--- src/rtl/taylor_trig_engine.sv ---
// Taylor-series cos/sin engine in signed fixed point. Terms are built by recurrence
// t_k = t_{k-1} * x^2 * c_k, with one ROM coefficient fetched per term.
module taylor_trig_engine #(
  parameter int unsigned W      = 16,
  parameter int unsigned FRAC   = 14,
  parameter int unsigned NTERMS = 8,
  localparam int unsigned AW    = $clog2(NTERMS) + 1
) (
  input  logic          clk,
  input  logic          rst,
  input  logic          start,
  input  logic          mode,
  input  logic [W-1:0]  x_in,
  input  logic [W-1:0]  thresh,
  output logic [AW-1:0] coef_addr,
  input  logic [W-1:0]  coef_data,
  output logic          busy,
  output logic          done,
  output logic [W-1:0]  result,
  output logic [AW-1:0] terms_used,
  output logic          ovf
);

  localparam int unsigned KW = AW - 1;
  localparam int unsigned TW = AW;

  localparam logic [2:0] StIdle = 3'd0;
  localparam logic [2:0] StSqr  = 3'd1;
  localparam logic [2:0] StMulX2 = 3'd2;
  localparam logic [2:0] StMulC = 3'd3;
  localparam logic [2:0] StAcc  = 3'd4;
  localparam logic [2:0] StDone = 3'd5;

  localparam logic [W-1:0] One  = W'(1) << FRAC;
  localparam logic [W-1:0] MinV = {1'b1, {(W-1){1'b0}}};
  localparam logic [W-1:0] MaxV = {1'b0, {(W-1){1'b1}}};

  logic [2:0]    state_q, state_d;
  logic          mode_q, mode_d;
  logic [W-1:0]  x_q, x_d;
  logic [W-1:0]  x2_q, x2_d;
  logic [W-1:0]  t_q, t_d;
  logic [W-1:0]  r_q, r_d;
  logic [KW-1:0] k_q, k_d;
  logic [AW-1:0] coef_addr_q, coef_addr_d;
  logic [TW-1:0] terms_q, terms_d;
  logic [W-1:0]  result_q, result_d;
  logic          ovf_q, ovf_d;

  logic [W-1:0]  mul_a, mul_b;
  logic [W:0]    mul_res;
  logic [W:0]    acc_res;
  logic [W-1:0]  t_abs;
  logic          stop;

  // Returns {saturated, value}: floor(a*b / 2^FRAC) clamped to W bits.
  function automatic logic [W:0] sat_mul(input logic [W-1:0] a, input logic [W-1:0] b);
    logic signed [2*W-1:0] p;
    p = $signed({{W{a[W-1]}}, a}) * $signed({{W{b[W-1]}}, b});
    p = p >>> FRAC;
    if (p[2*W-1:W-1] == '0 || p[2*W-1:W-1] == '1) begin
      return {1'b0, p[W-1:0]};
    end
    return {1'b1, p[2*W-1], {(W-1){~p[2*W-1]}}};
  endfunction

  function automatic logic [W:0] sat_add(input logic [W-1:0] a, input logic [W-1:0] b,
                                         input logic sub);
    logic [W:0] bx;
    logic [W:0] s;
    bx = {b[W-1], b};
    s  = {a[W-1], a} + (sub ? -bx : bx);
    if (s[W] == s[W-1]) begin
      return {1'b0, s[W-1:0]};
    end
    return {1'b1, s[W], {(W-1){~s[W]}}};
  endfunction

  // One shared multiplier; each state uses it for a single product.
  always_comb begin
    mul_a = t_q;
    mul_b = x2_q;
    unique case (state_q)
      StSqr:   begin mul_a = x_q; mul_b = x_q;      end
      StMulC:  begin mul_a = t_q; mul_b = coef_data; end
      default: begin mul_a = t_q; mul_b = x2_q;     end
    endcase
  end

  assign mul_res = sat_mul(mul_a, mul_b);
  assign acc_res = sat_add(r_q, t_q, k_q[0]);
  assign t_abs   = (t_q == MinV) ? MaxV : (t_q[W-1] ? -t_q : t_q);
  assign stop    = (k_q == KW'(NTERMS - 1)) || ((thresh != '0) && (t_abs < thresh));

  always_comb begin
    state_d     = state_q;
    mode_d      = mode_q;
    x_d         = x_q;
    x2_d        = x2_q;
    t_d         = t_q;
    r_d         = r_q;
    k_d         = k_q;
    coef_addr_d = coef_addr_q;
    terms_d     = terms_q;
    result_d    = result_q;
    ovf_d       = ovf_q;
    case (state_q)
      StIdle: begin
        if (start) begin
          x_d     = x_in;
          mode_d  = mode;
          ovf_d   = 1'b0;
          state_d = StSqr;
        end
      end
      StSqr: begin
        x2_d    = mul_res[W-1:0];
        ovf_d   = ovf_q | mul_res[W];
        k_d     = KW'(1);
        r_d     = mode_q ? x_q : One;
        t_d     = mode_q ? x_q : One;
        terms_d = TW'(1);
        state_d = StMulX2;
      end
      StMulX2: begin
        t_d         = mul_res[W-1:0];
        ovf_d       = ovf_q | mul_res[W];
        coef_addr_d = {mode_q, k_q};
        state_d     = StMulC;
      end
      StMulC: begin
        t_d     = mul_res[W-1:0];
        ovf_d   = ovf_q | mul_res[W];
        state_d = StAcc;
      end
      StAcc: begin
        r_d     = acc_res[W-1:0];
        ovf_d   = ovf_q | acc_res[W];
        terms_d = TW'(k_q) + TW'(1);
        if (stop) begin
          result_d = acc_res[W-1:0];
          state_d  = StDone;
        end else begin
          k_d     = k_q + KW'(1);
          state_d = StMulX2;
        end
      end
      StDone:  state_d = StIdle;
      default: state_d = StIdle;
    endcase
  end

  always_ff @(posedge clk or negedge rst) begin
    if (!rst) begin
      state_q     <= StIdle;
      mode_q      <= 1'b0;
      x_q         <= '0;
      x2_q        <= '0;
      t_q         <= '0;
      r_q         <= '0;
      k_q         <= '0;
      coef_addr_q <= '0;
      terms_q     <= '0;
      result_q    <= '0;
      ovf_q       <= 1'b0;
    end else begin
      state_q     <= state_d;
      mode_q      <= mode_d;
      x_q         <= x_d;
      x2_q        <= x2_d;
      t_q         <= t_d;
      r_q         <= r_d;
      k_q         <= k_d;
      coef_addr_q <= coef_addr_d;
      terms_q     <= terms_d;
      result_q    <= result_d;
      ovf_q       <= ovf_d;
    end
  end

  assign busy       = (state_q != StIdle);
  assign done       = (state_q == StDone);
  assign coef_addr  = coef_addr_q;
  assign result     = result_q;
  assign terms_used = terms_q;
  assign ovf        = ovf_q;

endmodule

--- config.mk ---
export PLATFORM = sky130hd
export DESIGN_NAME = taylor_trig_engine
export DESIGN_NICKNAME = d
export VERILOG_FILES = /design/src/rtl/taylor_trig_engine.sv
export SDC_FILE = /design/constraint.sdc
export NUM_CORES = 1
export LEC_CHECK = 0
export CORE_ASPECT_RATIO = 0.8
export CORE_MARGIN = 4
export CORE_UTILIZATION = 64
export CTS_BUF_LIST = sky130_fd_sc_hd__clkbuf_4
export DETAILED_ROUTE_END_ITERATION = 7
export GPL_TIMING_DRIVEN = 0
export PLACE_DENSITY_LB_ADDON = 0.3
export SYNTH_ARGS = -nofsm -noshare
export SYNTH_HDL_FRONTEND = slang
export SYNTH_SLANG_ARGS = --single-unit
--- constraint.sdc ---
create_clock -name clk -period 10.16 [get_ports clk]
set_clock_uncertainty 0.2 [all_clocks]
set_input_delay 2.032 -clock clk [delete_from_list [all_inputs] [get_ports clk]]
set_output_delay 2.032 -clock clk [all_outputs]
set_load 0.01 [all_outputs]
==> results_dict.tcl <==
set metrics [dict create \
    tightest_slew_ns 1.48 \
    dr.pass1.iters 6 \
    cts_root_buf "clkbuf_4" \
    final_core_util 0.720 \
    muxShareOfSynthArea 0.0330 \
    hold_end "result[11]$_DFFE_PN0P_" \
    drive_above_1_share 0.0465 \
    ant_nets 0 \
    fmax_ghz 0.100 \
    drt_iter0_drc 1849 \
    r2r-end "t_q[2]$_DFFE_PN0P_" \
    slew_headroom -0.0136 \
    cts_hold_buf 0 \
    grt_pass1_vias 14500 \
    worst-path-buf-inv 6 \
    cts_tree "yes" \
    synth_edf_count 0 \
    period_share 0.982 \
    synth_nets 2337 \
    cp_slowest_cell "fa_1" \
    hold_depth 2 \
    slowest_delay_ns 0.56 \
    grt_max_degree 56 \
    ys_seq_area_frac 0.147 \
    drv_cap 1 \
    avgRoutedWirePerCell_um 22.5 \
    grt_use_total 0.377 \
    cts_max_level 3 \
    die_w_um 187 \
    path_class "in -> reg" \
    clk_latency_ns 0.47 \
    fin_crit_ns 9.97 \
    synth_area_mm2 0.0163 \
    grt_pass1_wl_mm 81.0 \
    startpoint_type "primary input" \
    die_height_um 151 \
    core_mm2 0.0247 \
    synth-compound-area-share 0.132 \
    routabilityCongestion 1.02 \
    critical_path.top_delay_family "adder cells" \
    setup_violations 0 \
    drc 0 \
    r2r_start "state_q[2]$_DFFE_PN0P_" \
    grt.overflow.total 0 \
    clock_sinks 96 \
    synth_cell_types 69 \
    synthSimpleGateAreaFrac 0.158 \
    synthArstFlopShare 1.00 \
    synth.avg_cell_area_um2 8.56 \
    synth_top_family_by_area "adder cells" \
    start_util 0.661 \
    path_clk_slew_ns 0.16 \
    synth-xor-area-share 0.0279 \
    ys.warnings.count 0 \
    worstPathArrival_ns 10.14 \
    synth_seq_cells 96 \
    cp.required_ns 10.32 \
    status "finished, violations left" \
    pin_count 79 \
    syn_to_final_growth_pct 9.00 \
    viasPerCell 6.27 \
    rows 51 \
    regToRegSetupSlack_ns 0.32 \
    synthAdderAreaFrac 0.410 \
    nNetsFinal 2425 \
    syn_inst 1907 \
    crit_path_max_fanout 10 \
    failed_checks "capacitance limit, slew limit" \
    num_vias 14500 \
    worstHoldPathType "reg -> reg" \
    dpl.hpwl_mm 42.7 \
    cp-end-kind "flip-flop" \
    hold_violations 0 \
    wirelength_mm 52.2 \
    r2r_cells 26 \
    numCtsBuffers 9 \
    clock_path_buffers 2 \
    crit_top_cell "fa_1" \
    die_area_mm2 0.0281 \
    finalHoldWorstSlack_ns 0.306 \
    io_buffers 78 \
    ys.flop_type "dfrtp_1" \
    report.final.slew_viol_count 1 \
    antenna_found_initial 0 \
    hp-start "result[11]$_DFFE_PN0P_" \
    diodes 0 \
]
==> synthesized netlist by cell type (7+ instances only) <==
| cell | instances | area, µm² |
|---|---|---|
| clkbuf_1 | 69 | 259 |
| a31oi_1 | 21 | 131 |
| a211oi_1 | 7 | 52.6 |
| xor2_1 | 13 | 114 |
| o21ai_0 | 76 | 380 |
| a21oi_1 | 64 | 320 |
| and2_1 | 9 | 56.3 |
| o31ai_1 | 11 | 82.6 |
| o2111ai_1 | 8 | 70.1 |
| a22oi_1 | 15 | 113 |
| o211ai_1 | 16 | 120 |
| o22a_1 | 9 | 78.8 |
| xnor2_1 | 39 | 342 |
| buf_2 | 7 | 35.0 |
| nand3_1 | 27 | 135 |
| nand2b_1 | 16 | 100 |
| nand2_1 | 292 | 1100 |
| fa_1 | 262 | 5250 |
| o22ai_1 | 9 | 56.3 |
| ha_1 | 116 | 1450 |
| nor2b_1 | 12 | 75.1 |
| inv_1 | 312 | 1170 |
| nor3_1 | 15 | 75.1 |
| nand4_1 | 13 | 81.3 |
| or3_1 | 7 | 43.8 |
| a21o_1 | 21 | 158 |
| mux2i_1 | 30 | 300 |
| mux2_2 | 20 | 225 |
| nor2_1 | 189 | 709 |
| o21bai_1 | 7 | 52.6 |
| o21a_1 | 19 | 143 |
| dfrtp_1 | 96 | 2400 |
==> how the worst max path moves through the flow <==
stage	from	endpoint	slack [ns]	cells after the start
after floorplan	coef_data[7]	t_q[10]$_DFFE_PN0P_	1.28	26
after global placement	coef_data[8]	t_q[14]$_DFFE_PN0P_	-0.89	27
after detailed placement	coef_data[8]	t_q[13]$_DFFE_PN0P_	-0.99	26
after CTS	coef_data[2]	t_q[13]$_DFFE_PN0P_	0.002	25
after global routing	coef_data[12]	t_q[14]$_DFFE_PN0P_	-0.005	25
final	coef_data[5]	t_q[2]$_DFFE_PN0P_	0.19	25
==> kinds of logic after synthesis <==
| logic type | count (synthesis) |
|---|---|
| buffers and inverters | 393 |
| flip-flops | 96 |
| AO/OA/AOI/OAI | 330 |
| XOR/XNOR | 52 |
| AND/OR/NAND/NOR | 607 |
| multiplexers | 51 |
| adder cells (fa/ha/maj) | 378 |
==> tightest hold or removal path: cells and delay by family, from the launching register on <==
family / cells / cell delay (ns)
AND/OR/NAND/NOR: 1 / 0.05
flip-flops: 1 / 0.38
AO/OA/AOI/OAI: 1 / 0.06
==> flip-flops by register name (all words and copies together) (netlist names) <==
| signal | count |
|---|---|
| ovf | 1 |
| k_q | 3 |
| coef_addr | 4 |
| x_q | 16 |
| t_q | 16 |
| x2_q | 16 |
| terms_used | 4 |
| mode_q | 1 |
| state_q | 3 |
| result | 16 |
| r_q | 16 |
==> final cells by class <==
| type | instances | area, µm² |
|---|---|---|
| Inverter | 312 | 1170 |
| Sequential cell | 96 | 2400 |
| Clock buffer | 9 | 67.6 |
| Buffer | 78 | 320 |
| Tap cell | 318 | 398 |
| Fill cell | 1928 | 6900 |
| Clock inverter | 7 | 55.1 |
| Multi-Input combinational cell | 1418 | 12600 |
| Timing Repair Buffer | 80 | 813 |
==> through the flow <==
| stage | instance area [µm²] | setup WS (ns) | instances | setup TNS (ns) |
|---|---|---|---|---|
| 2_1_floorplan | 16300 | 1.28 | 1907 | 0 |
| 3_3_place_gp | 17500 | -0.887 | 2303 | -25.48 |
| 3_5_place_dp | 17500 | -0.994 | 2304 | -28.81 |
| 4_1_cts | 17700 | 0.00250 | 2318 | 0 |
| 5_1_grt | 17800 | -0.00503 | 2318 | -0.00503 |
| 6_report | 17800 | 0.185 | 2318 | 0 |
==> repair_timing <==
item                       in CTS  in global routing
setup endpoints to repair      32                 32
buffers inserted                0                  1
pin swaps                       0                  1
resized for setup              17                 35
==> cells in the final DEF (no fill, tap or decap), types with 10 or more instances in the layout <==
cell	count
inv_1	312
nand2_1	292
fa_1	262
nor2_1	188
ha_1	116
dfrtp_1	96
clkdlybuf4s50_1	77
o21ai_0	69
a21oi_1	63
clkbuf_1	58
xnor2_1	39
nand3_1	27
a21o_1	21
mux2i_1	20
a31oi_1	20
mux2_2	20
o21a_1	19
nand2b_1	16
o211ai_1	16
nor3_1	15
a22oi_1	15
nand4_1	13
xor2_1	13
nor2b_1	12
o31ai_1	11
mux2i_2	10
==> per-layer routing <==
metal	share of wire	GRT usage
met1	0.40	0.531
met2	0.41	0.542
met3	0.16	0.157
met4	0.035	0.108
met5	0	0
Power is not shown: default switching activity piles up to over one toggle a cycle in this logic, so the estimate is an artifact.
